File: config.mk
export PLATFORM = sky130hd
export DESIGN_NAME = mccpu_ctrl
export DESIGN_NICKNAME = d
export VERILOG_FILES = /design/src/rtl/mccpu_ctrl.sv
export SDC_FILE = /design/constraint.sdc
export NUM_CORES = 1
export LEC_CHECK = 0
export CAP_MARGIN = 15
export CORE_MARGIN = 8
export CORE_UTILIZATION = 52
export CTS_CLUSTER_DIAMETER = 50
export DETAILED_ROUTE_END_ITERATION = 10
export PLACE_DENSITY = 0.86
export REMOVE_ABC_BUFFERS = 1
export SYNTH_ARGS = -nofsm -noshare
export SYNTH_HDL_FRONTEND = slang
export SYNTH_SLANG_ARGS = --single-unit
File: constraint.sdc
create_clock -name clk -period 4.25 [get_ports clk]
set_input_delay 0.425 -clock clk [delete_from_list [all_inputs] [get_ports clk]]
set_output_delay 0.425 -clock clk [all_outputs]
set_load 0.05 [all_outputs]
File: src/rtl/mccpu_ctrl.sv
// mccpu_ctrl -- multi-cycle MIPS control FSM.
//
// Decodes Op/Funct of the instruction held in IR and sequences it over 3-5
// cycles, driving ALU operation, datapath mux selects and the PC/IR/RF/DM
// write enables. Also keeps a count of retired instructions.
//
// Ports:
//   clk, rstn            rising-edge clock, asynchronous active-low reset
//   Op, Funct            IR[31:26] / IR[5:0]
//   Zero                 ALU zero flag (used only to resolve branches)
//   PCWrite, IRWrite, MemWrite, RegWrite   write enables
//   IorD, RegDst, WDSel, ALUSrcA, ALUSrcB, EXTOp, PCSource  mux selects
//   ALUOp                ALU operation code (ALU_* below)
//   instr_done           pulse on the last cycle of each instruction
//   instret              retired-instruction count (wraps)
//   illegal              sticky illegal-opcode flag
//
// Build option: define ILLEGAL_TRAP_EN to send unknown opcodes to a TRAP
// state that sets `illegal` and holds until reset. Without it an unknown
// opcode is a 2-cycle NOP and `illegal` is tied low.
//
// state     | meaning
// ----------+-----------------------------------------------------
// S_FETCH   | read IMEM[PC] into IR, PC <= PC+4
// S_DECODE  | decode Op, precompute branch target into ALUOut
// S_EXE_R   | R-type ALU operation
// S_EXE_I   | I-type ALU operation with immediate
// S_WB_R    | write ALUOut to rd
// S_WB_I    | write ALUOut to rt
// S_MEM_ADR | compute load/store address
// S_MEM_RD  | read data memory into MDR
// S_MEM_WB  | write MDR to rt
// S_MEM_WR  | write B to data memory
// S_BRANCH  | compare A/B, take branch on condition
// S_JUMP    | load jump target, optional link to $31
// S_TRAP    | illegal opcode, frozen until reset (ILLEGAL_TRAP_EN)
module mccpu_ctrl #(
    parameter int CNT_W = 32
) (
    input  logic             clk,
    input  logic             rstn,
    input  logic [5:0]       Op,
    input  logic [5:0]       Funct,
    input  logic             Zero,
    output logic             PCWrite,
    output logic             IRWrite,
    output logic             IorD,
    output logic             MemWrite,
    output logic             RegWrite,
    output logic [1:0]       RegDst,
    output logic [1:0]       WDSel,
    output logic [1:0]       ALUSrcA,
    output logic [1:0]       ALUSrcB,
    output logic             EXTOp,
    output logic [1:0]       PCSource,
    output logic [3:0]       ALUOp,
    output logic             instr_done,
    output logic [CNT_W-1:0] instret,
    output logic             illegal
);

    localparam logic [3:0] ALU_NOP  = 4'd0;
    localparam logic [3:0] ALU_ADD  = 4'd1;
    localparam logic [3:0] ALU_SUB  = 4'd2;
    localparam logic [3:0] ALU_AND  = 4'd3;
    localparam logic [3:0] ALU_OR   = 4'd4;
    localparam logic [3:0] ALU_SLT  = 4'd5;
    localparam logic [3:0] ALU_SLTU = 4'd6;
    localparam logic [3:0] ALU_NOR  = 4'd7;
    localparam logic [3:0] ALU_LUI  = 4'd8;
    localparam logic [3:0] ALU_SLL  = 4'd9;
    localparam logic [3:0] ALU_SRL  = 4'd10;

    localparam logic [5:0] OP_RTYPE = 6'b000000;
    localparam logic [5:0] OP_J     = 6'b000010;
    localparam logic [5:0] OP_JAL   = 6'b000011;
    localparam logic [5:0] OP_BEQ   = 6'b000100;
    localparam logic [5:0] OP_BNE   = 6'b000101;
    localparam logic [5:0] OP_ADDI  = 6'b001000;
    localparam logic [5:0] OP_SLTI  = 6'b001010;
    localparam logic [5:0] OP_SLTIU = 6'b001011;
    localparam logic [5:0] OP_ANDI  = 6'b001100;
    localparam logic [5:0] OP_ORI   = 6'b001101;
    localparam logic [5:0] OP_LUI   = 6'b001111;
    localparam logic [5:0] OP_LW    = 6'b100011;
    localparam logic [5:0] OP_SW    = 6'b101011;

    localparam logic [5:0] FN_SLL   = 6'b000000;
    localparam logic [5:0] FN_SRL   = 6'b000010;
    localparam logic [5:0] FN_SLLV  = 6'b000100;
    localparam logic [5:0] FN_SRLV  = 6'b000110;
    localparam logic [5:0] FN_ADD   = 6'b100000;
    localparam logic [5:0] FN_ADDU  = 6'b100001;
    localparam logic [5:0] FN_SUB   = 6'b100010;
    localparam logic [5:0] FN_SUBU  = 6'b100011;
    localparam logic [5:0] FN_AND   = 6'b100100;
    localparam logic [5:0] FN_OR    = 6'b100101;
    localparam logic [5:0] FN_NOR   = 6'b100111;
    localparam logic [5:0] FN_SLT   = 6'b101010;
    localparam logic [5:0] FN_SLTU  = 6'b101011;

    typedef enum logic [3:0] {
        S_FETCH, S_DECODE, S_EXE_R, S_EXE_I, S_WB_R, S_WB_I,
        S_MEM_ADR, S_MEM_RD, S_MEM_WB, S_MEM_WR, S_BRANCH, S_JUMP
`ifdef ILLEGAL_TRAP_EN
        , S_TRAP
`endif
    } state_t;

    state_t           state_q, state_d;
    logic [CNT_W-1:0] instret_q;

    logic       pcw_d, irw_d, iord_d, memw_d, regw_d, ext_d, done_d;
    logic [1:0] regdst_d, wdsel_d, srca_d, srcb_d, pcsrc_d;
    logic [3:0] aluop_d;

    always_comb begin
        state_d  = state_q;
        pcw_d    = 1'b0;
        irw_d    = 1'b0;
        iord_d   = 1'b0;
        memw_d   = 1'b0;
        regw_d   = 1'b0;
        ext_d    = 1'b0;
        done_d   = 1'b0;
        regdst_d = 2'b00;
        wdsel_d  = 2'b00;
        srca_d   = 2'b00;
        srcb_d   = 2'b00;
        pcsrc_d  = 2'b00;
        aluop_d  = ALU_NOP;
        case (state_q)
            S_FETCH: begin
                irw_d   = 1'b1;
                pcw_d   = 1'b1;
                srcb_d  = 2'b01;
                aluop_d = ALU_ADD;
                state_d = S_DECODE;
            end
            S_DECODE: begin
                // Branch target is computed speculatively for every opcode.
                srcb_d  = 2'b11;
                ext_d   = 1'b1;
                aluop_d = ALU_ADD;
                case (Op)
                    OP_RTYPE:                    state_d = S_EXE_R;
                    OP_ADDI, OP_ANDI, OP_ORI,
                    OP_SLTI, OP_SLTIU, OP_LUI:   state_d = S_EXE_I;
                    OP_LW, OP_SW:                state_d = S_MEM_ADR;
                    OP_BEQ, OP_BNE:              state_d = S_BRANCH;
                    OP_J, OP_JAL:                state_d = S_JUMP;
`ifdef ILLEGAL_TRAP_EN
                    default:                     state_d = S_TRAP;
`else
                    default:                     state_d = S_FETCH;
`endif
                endcase
            end
            S_EXE_R: begin
                srca_d  = 2'b01;
                state_d = S_WB_R;
                case (Funct)
                    FN_ADD, FN_ADDU: aluop_d = ALU_ADD;
                    FN_SUB, FN_SUBU: aluop_d = ALU_SUB;
                    FN_AND:          aluop_d = ALU_AND;
                    FN_OR:           aluop_d = ALU_OR;
                    FN_NOR:          aluop_d = ALU_NOR;
                    FN_SLT:          aluop_d = ALU_SLT;
                    FN_SLTU:         aluop_d = ALU_SLTU;
                    // Constant shifts take the amount from the shamt field.
                    FN_SLL: begin srca_d = 2'b10; aluop_d = ALU_SLL; end
                    FN_SRL: begin srca_d = 2'b10; aluop_d = ALU_SRL; end
                    FN_SLLV:         aluop_d = ALU_SLL;
                    FN_SRLV:         aluop_d = ALU_SRL;
                    default:         aluop_d = ALU_NOP;
                endcase
            end
            S_EXE_I: begin
                srca_d  = 2'b01;
                srcb_d  = 2'b10;
                state_d = S_WB_I;
                case (Op)
                    OP_ADDI:  begin ext_d = 1'b1; aluop_d = ALU_ADD;  end
                    OP_SLTI:  begin ext_d = 1'b1; aluop_d = ALU_SLT;  end
                    OP_SLTIU: begin ext_d = 1'b1; aluop_d = ALU_SLTU; end
                    OP_ANDI:  aluop_d = ALU_AND;
                    OP_ORI:   aluop_d = ALU_OR;
                    OP_LUI:   aluop_d = ALU_LUI;
                    default:  aluop_d = ALU_NOP;
                endcase
            end
            S_WB_R: begin
                regw_d   = 1'b1;
                regdst_d = 2'b01;
                done_d   = 1'b1;
                state_d  = S_FETCH;
            end
            S_WB_I: begin
                regw_d  = 1'b1;
                done_d  = 1'b1;
                state_d = S_FETCH;
            end
            S_MEM_ADR: begin
                srca_d  = 2'b01;
                srcb_d  = 2'b10;
                ext_d   = 1'b1;
                aluop_d = ALU_ADD;
                state_d = (Op == OP_SW) ? S_MEM_WR : S_MEM_RD;
            end
            S_MEM_RD: begin
                iord_d  = 1'b1;
                state_d = S_MEM_WB;
            end
            S_MEM_WB: begin
                regw_d  = 1'b1;
                wdsel_d = 2'b01;
                done_d  = 1'b1;
                state_d = S_FETCH;
            end
            S_MEM_WR: begin
                iord_d  = 1'b1;
                memw_d  = 1'b1;
                done_d  = 1'b1;
                state_d = S_FETCH;
            end
            S_BRANCH: begin
                srca_d  = 2'b01;
                aluop_d = ALU_SUB;
                pcsrc_d = 2'b01;
                pcw_d   = ((Op == OP_BEQ) && Zero) || ((Op == OP_BNE) && !Zero);
                done_d  = 1'b1;
                state_d = S_FETCH;
            end
            S_JUMP: begin
                pcsrc_d = 2'b10;
                pcw_d   = 1'b1;
                done_d  = 1'b1;
                state_d = S_FETCH;
                // PC already holds PC+4 from FETCH, so it is the link value.
                if (Op == OP_JAL) begin
                    regw_d   = 1'b1;
                    regdst_d = 2'b10;
                    wdsel_d  = 2'b10;
                end
            end
`ifdef ILLEGAL_TRAP_EN
            S_TRAP: state_d = S_TRAP;
`endif
            default: state_d = S_FETCH;
        endcase
    end

    always_ff @(posedge clk or negedge rstn) begin
        if (!rstn) begin
            state_q   <= S_FETCH;
            instret_q <= '0;
        end else begin
            state_q <= state_d;
            if (done_d)
                instret_q <= instret_q + CNT_W'(1);
        end
    end

`ifdef ILLEGAL_TRAP_EN
    logic illegal_q;

    always_ff @(posedge clk or negedge rstn) begin
        if (!rstn)
            illegal_q <= 1'b0;
        else if (state_d == S_TRAP)
            illegal_q <= 1'b1;
    end

    assign illegal = illegal_q;
`else
    assign illegal = 1'b0;
`endif

    // Reset gates every output so an abandoned instruction cannot write.
    assign PCWrite    = rstn & pcw_d;
    assign IRWrite    = rstn & irw_d;
    assign IorD       = rstn & iord_d;
    assign MemWrite   = rstn & memw_d;
    assign RegWrite   = rstn & regw_d;
    assign EXTOp      = rstn & ext_d;
    assign instr_done = rstn & done_d;
    assign RegDst     = rstn ? regdst_d : 2'b00;
    assign WDSel      = rstn ? wdsel_d  : 2'b00;
    assign ALUSrcA    = rstn ? srca_d   : 2'b00;
    assign ALUSrcB    = rstn ? srcb_d   : 2'b00;
    assign PCSource   = rstn ? pcsrc_d  : 2'b00;
    assign ALUOp      = rstn ? aluop_d  : 4'd0;
    assign instret    = instret_q;

endmodule

==> metrics.csv, run 1 <==
metric,value,unit
die_h,84.7,um
fin_nets,347,
min_period,3.29,ns
critPathKind,reg2out,
ir_drop,0.212,mV
yosysSeqAreaShare,36.7,%
rows,25,
synth_edf_count,0,
core_area,4630,sq um
port_buffers,67,
r2r_setup_slack,1.98,ns
power,1.16,mW
yosysWarningCount,0,
syn_inst,273,
initial_core_util,53.0,%
p_leak,1.30,nW
dp_hpwl,4880,um
cts_tree,built,
timing.rr.end,instret[31],
worst-r2r-cell-count,4,
crit_arrival,2.86,ns
ctsHtreeMaxLevel,2,
ys.flop_type,dfrtp_1,
regArea,901,sq um
diodes,0,
overflow,0,
ys_ff_latch,36,
cellPowerDensity,362,nW/um^2
setup.worst_path.start,state_q[3],
worst_setup_path_end_kind,output pin,
critPathCapture,ALUOp[0],
drt_first_iter_violations,111,
hold_violations,0,
reg2reg_from,state_q[3],
dieWidth,84.7,um
fillCellCount,373,
detail_route.wl_per_cell,17.1,um
cp.depth,5,
slew_headroom,53.5,%
async_flop_share,100,%
fmax,304,MHz
gp_congestion,0.890,
slowest_delay,0.83,ns
grt_pass1_wl,10900,um
cts_root_buf,clkbuf_8,
min_path_type,in2async,
cts_resized,0,
cts.sinks,36,
antenna_found_initial,0,
fin_crit_sh,77.3,%
fp.dieArea,7170,sq um
drc,0,
syn2layout_area_growth,30.5,%
outcome,completed,
antenna_left,0,
finalMaxSlewViolations,0,
num_io_pins,69,
ctsHoldBuffers,0,
cts_buffers,5,
grt_start_max_net_pins,28,
cts_buffer_depth,2,
drt-total-wl,6570,um
fin_worst_skew,0.00619,ns
cts.clk_slew.worst_paths,0.07,ns
multiInputGateArea,1430,sq um
cap_violations,0,
slowest_stage,clkdlybuf4s50_1,
synthesis.area,2450,sq um
worst-path-max-fanout,15,
cts_setup_buffers,0,
fin_setup_tns,0,ns
setup_viol,0,
worst-path-buf-inv,1,
tightest_slew,0.695,ns
synth_cell_types,57,
vias_per_cell,5.93,
cp-start-kind,register,
required,3.83,ns
rsz0062_at_grt,false,
clkLatencyLatePin,0.29,ns
grt_pass1_vias,2206,
firstDrtPassIters,4,
cp_cell_sequence,"or2_1, or3_1, a211o_1, a21oi_1, clkdlybuf4s50_1",
drive_above_1_share,7.55,%
grt_use_total,18.3,%
postSynthAreaPerCell,8.99,sq um
vias,2284,
critPathTopFamily,buffers and inverters,
-- placed cells by master (no fill, tap or decap), types with 3 or more instances in the layout --
cell type,Yosys,layout
or3_1,4,4
nor3b_1,5,5
nor3_1,9,9
o21ai_0,5,5
nand2_1,14,14
dfrtp_1,36,36
clkdlybuf4s50_1,0,66
a31oi_1,3,3
and3b_1,3,3
nor3_2,4,4
a21oi_1,9,9
nor4_2,3,3
nor2b_1,8,8
and4_1,3,3
nor2_1,25,25
clkbuf_8,0,6
nand2b_1,4,4
nor4_1,3,3
nand3b_1,3,3
inv_1,10,10
xor2_1,11,11
and3_1,7,7
nand3_1,10,10
nand4_1,16,16
and2_1,3,3
xnor2_1,21,21
-- cells in the mapped netlist (2+ instances only) --
master | number | share of area, %
a211oi_1 | 2 | 0.61
a21oi_1 | 9 | 1.8
a31oi_1 | 3 | 0.76
a41oi_1 | 2 | 0.71
and2_1 | 3 | 0.76
and3_1 | 7 | 1.8
and3b_1 | 3 | 1.1
and4_1 | 3 | 1.1
buf_2 | 5 | 1.0
clkbuf_1 | 10 | 1.5
dfrtp_1 | 36 | 37
ha_1 | 2 | 1.0
inv_1 | 10 | 1.5
mux2_2 | 2 | 0.92
nand2_1 | 14 | 2.1
nand2b_1 | 4 | 1.0
nand3_1 | 10 | 2.0
nand3b_1 | 3 | 0.92
nand4_1 | 16 | 4.1
nand4_2 | 2 | 1.0
nor2_1 | 25 | 3.8
nor2b_1 | 8 | 2.0
nor3_1 | 9 | 1.8
nor3_2 | 4 | 1.6
nor3b_1 | 5 | 1.5
nor4_1 | 3 | 0.76
nor4_2 | 3 | 1.5
o2111ai_1 | 2 | 0.71
o211ai_1 | 2 | 0.61
o21ai_0 | 5 | 1.0
or3_1 | 4 | 1.0
or3b_2 | 2 | 0.71
xnor2_1 | 21 | 7.5
xor2_1 | 11 | 3.9
-- routing by layer --
layer / GRT usage, % / wire length (um) / part of all wire (%)
met1: 22.6 / 2840 / 43
met2: 30.1 / 3270 / 50
met3: 4.98 / 418 / 6.4
met4: 5.83 / 39 / 0.59
met5: 0 / 0 / 0
-- sequential cells by signal, summed over array words and instances (netlist names) --
signal,flops
instret,32
state_q,4
-- area by class of cell --
| type | count | share of cell area (%) |
|---|---|---|
| timing repair buffer | 68 | 21.0 |
| tap | 54 | 2.11 |
| inverter | 10 | 1.17 |
| multi-input combinational | 209 | 44.6 |
| sequential | 36 | 28.1 |
| clock buffer | 7 | 2.70 |
| clock inverter | 1 | 0.234 |
-- report_power, final --
part           switching [mW]  total, mW  internal (mW)
clock network           0.122      0.254          0.132
registers              0.0758      0.446          0.370
logic                   0.286      0.459          0.173
-- per-stage QoR --
stage / util [%] / hold slack [ns] / instances / instance area, sq um / setup WS [ns]
after floorplan: - / 0.129 / 255 / 2370 / 1.29
after global placement: 67.2 / 0.397 / 377 / 3110 / 1.10
after detailed placement: 67.2 / 0.404 / 377 / 3110 / 1.03
after CTS: 69.2 / 0.0889 / 385 / 3200 / 0.977
after global routing: 69.2 / 0.115 / 385 / 3200 / 0.829
final: 69.2 / 0.0904 / 385 / 3200 / 0.963
-- cell families (layout without fill, tap and decap cells) --
| logic type | after synthesis | after routing | synth area share (%) |
|---|---|---|---|
| mux | 2 | 2 | 0.918 |
| buf+inv | 28 | 86 | 5.00 |
| xor+xnor | 32 | 32 | 11.4 |
| compound gates | 38 | 38 | 11.0 |
| simple gates | 134 | 134 | 33.8 |
| flops | 36 | 36 | 36.7 |
| other cells | 1 | 1 | 0.153 |
| fa+ha+maj | 2 | 2 | 1.02 |
-- how the worst min path moves through the flow --
stage | from | end | cells past startpoint
3_5_place_dp | rstn | instret[24] | 1
2_1_floorplan | rstn | instret[0] | 0
6_report | rstn | instret[23] | 1
3_3_place_gp | rstn | instret[24] | 1
4_1_cts | rstn | instret[30] | 1
5_1_grt | rstn | instret[14] | 1
No activity file was read; power rests on OpenSTA's default activity.
==> run 2, diff against run 1 <==
CORE_UTILIZATION = 44   (was 52)
PLACE_DENSITY = 0.77   (was 0.86)
clock period = 2.6 ns   (was 4.25 ns; I/O delays follow)
==> metrics.csv, run 2 (same netlist as run 1, synthesis figures left out) <==
metric,value,unit
min_period,2.46,ns
fin_nets,354,
cts.clk_slew.worst_paths,0.07,ns
finalInstanceArea,3420,sq um
rows,27,
cp_cell_sequence,"or2_1, or3_1, a211o_1, a21oi_1, buf_12",
slowest_delay,0.51,ns
fin_crit_sh,94.6,%
slew_headroom,54.2,%
grt_start_max_net_pins,39,
seqPwrFrac,34.1,%
dp_hpwl,5000,um
port_buffers,67,
cts.sinks,36,
cts_tree,built,
final_common_cell,clkdlybuf4s50_1,
cap_violations,0,
tightest_slew,0.684,ns
cts_buffers,5,
fin_setup_tns,0,ns
fmax,406,MHz
fin_cells,409,
worst-path-buf-inv,1,
dieWidth,90.7,um
clkLatencyLatePin,0.28,ns
overflow,0,
crit_arrival,2.20,ns
placed_cells,401,
num_io_pins,69,
die_h,90.7,um
outcome,completed,
largest_reg_flops,32,
finalMaxSlewViolations,0,
antenna_left,0,
fin_ws,0.139,ns
core_area,5440,sq um
grt_pass1_vias,2268,
diodes,0,
setup_viol,0,
p_leak,1.42,nW
ir_drop,0.375,mV
final_cell_mix,"clkdlybuf4s50_1 (45), dfrtp_1 (36), nor2_1 (25)",
cellPowerDensity,584,nW/um^2
grt_use_total,16.2,%
pre_cts_slack,0.266,ns
fillCellCount,455,
initial_core_util,45.1,%
cts_buffer_depth,2,
swShare,40.3,%
firstDrtPassIters,4,
syn2layout_area_growth,39.3,%
worst_setup_path_end_kind,output pin,
critPathKind,reg2out,
slowest_stage,dfrtp_1,
fin_worst_skew,0.00375,ns
p_switching,0.803,mW
vias,2299,
drt_first_iter_violations,118,
gp_congestion,0.810,
hold_violations,0,
cts_root_buf,clkbuf_8,
power,2.00,mW
fp.dieArea,8220,sq um
detail_route.wl_per_cell,16.1,um
vias_per_cell,5.62,
drc,0,
internal_power,1.19,mW
min_path_type,in2async,
dpl_cell_area,3310,sq um
grt_pass1_wl,11200,um
cp-start-kind,register,
critPathTopFamily,simple AND/OR/NAND/NOR gates,
drt-total-wl,6610,um
worst-path-max-fanout,9,
ctsHtreeMaxLevel,2,
cts_setup_buffers,0,
required,2.34,ns
power_frac_comb,44.4,%
drive_above_1_share,15.4,%
antenna_found_initial,0,
cts_resized,0,
clkPwrFrac,21.5,%
rsz0062_at_grt,false,
run 2: changes by cell type in the layout (fill, tap and decap cells not counted), sizes merged:
cell | previous run | this run
dlygate4sd3 | 0 | 1
clkdlybuf4s50 | 66 | 45
buf | 2 | 29
clkinvlp | 1 | 0
run 2: power groups by stage:
stage,Sequential (mW),Clock [mW],Combinational (mW)
4_1_cts,0.679,0.434,0.892
6_report,0.681,0.428,0.887
5_1_grt,0.687,0.463,0.945
3_3_place_gp,0.685,0,0.882
2_1_floorplan,0.816,0,0.398
3_5_place_dp,0.686,0,0.888
run 2: layout make-up:
class / instances / area (sq um) / area share, %
inverter: 10 / 37.5 / 1.10
multi-input combinational: 209 / 1430 / 41.8
tap: 72 / 90.1 / 2.64
clock buffer: 7 / 96.3 / 2.82
timing repair buffer: 75 / 863 / 25.3
sequential: 36 / 901 / 26.4
run 2: worst paths after layout:
check,from,endpoint,slack (ns),depth (start not counted)
max,state_q[3],ALUOp[0],0.14,5
min,rstn,state_q[0],0.37,2
max reg2reg,state_q[2],instret[30],0.39,5
min reg2reg,instret[31],instret[31],0.47,1
max in group asynchronous,rstn,instret[8],1.53,3
min in group clk,instret[31],instret[31],0.47,1
run 2: worst reg2reg max path, stage by stage, from the launching register on:
cell and delay, ns:
dfrtp_1 0.47, buf_4 0.21, nor2b_1 0.46, o21a_1 0.55
nand4_1 0.24, xnor2_1 0.18
run 2: repair_timing:
item | CTS | global route
endpoints found under the setup margin | 0 | 0
hold buffers | 1 | 0
endpoints found under the hold margin | 1 | 0
run 2: through the flow:
step / hold slack (ns) / util (%)
after global routing: 0.389 / 62.8
final: 0.367 / 62.8
after CTS: 0.372 / 62.8
after detailed placement: 0.117 / 60.9
after floorplan: -0.0356 / -
after global placement: 0.121 / 60.9
run 2: per-layer routing:
metal	up-vias	track usage (%)	wire [um]
met5	-	0	0
met4	0	4.72	91
met3	8	4.57	396
li1	1120	-	-
met1	1101	20.4	2890
met2	70	26.3	3230
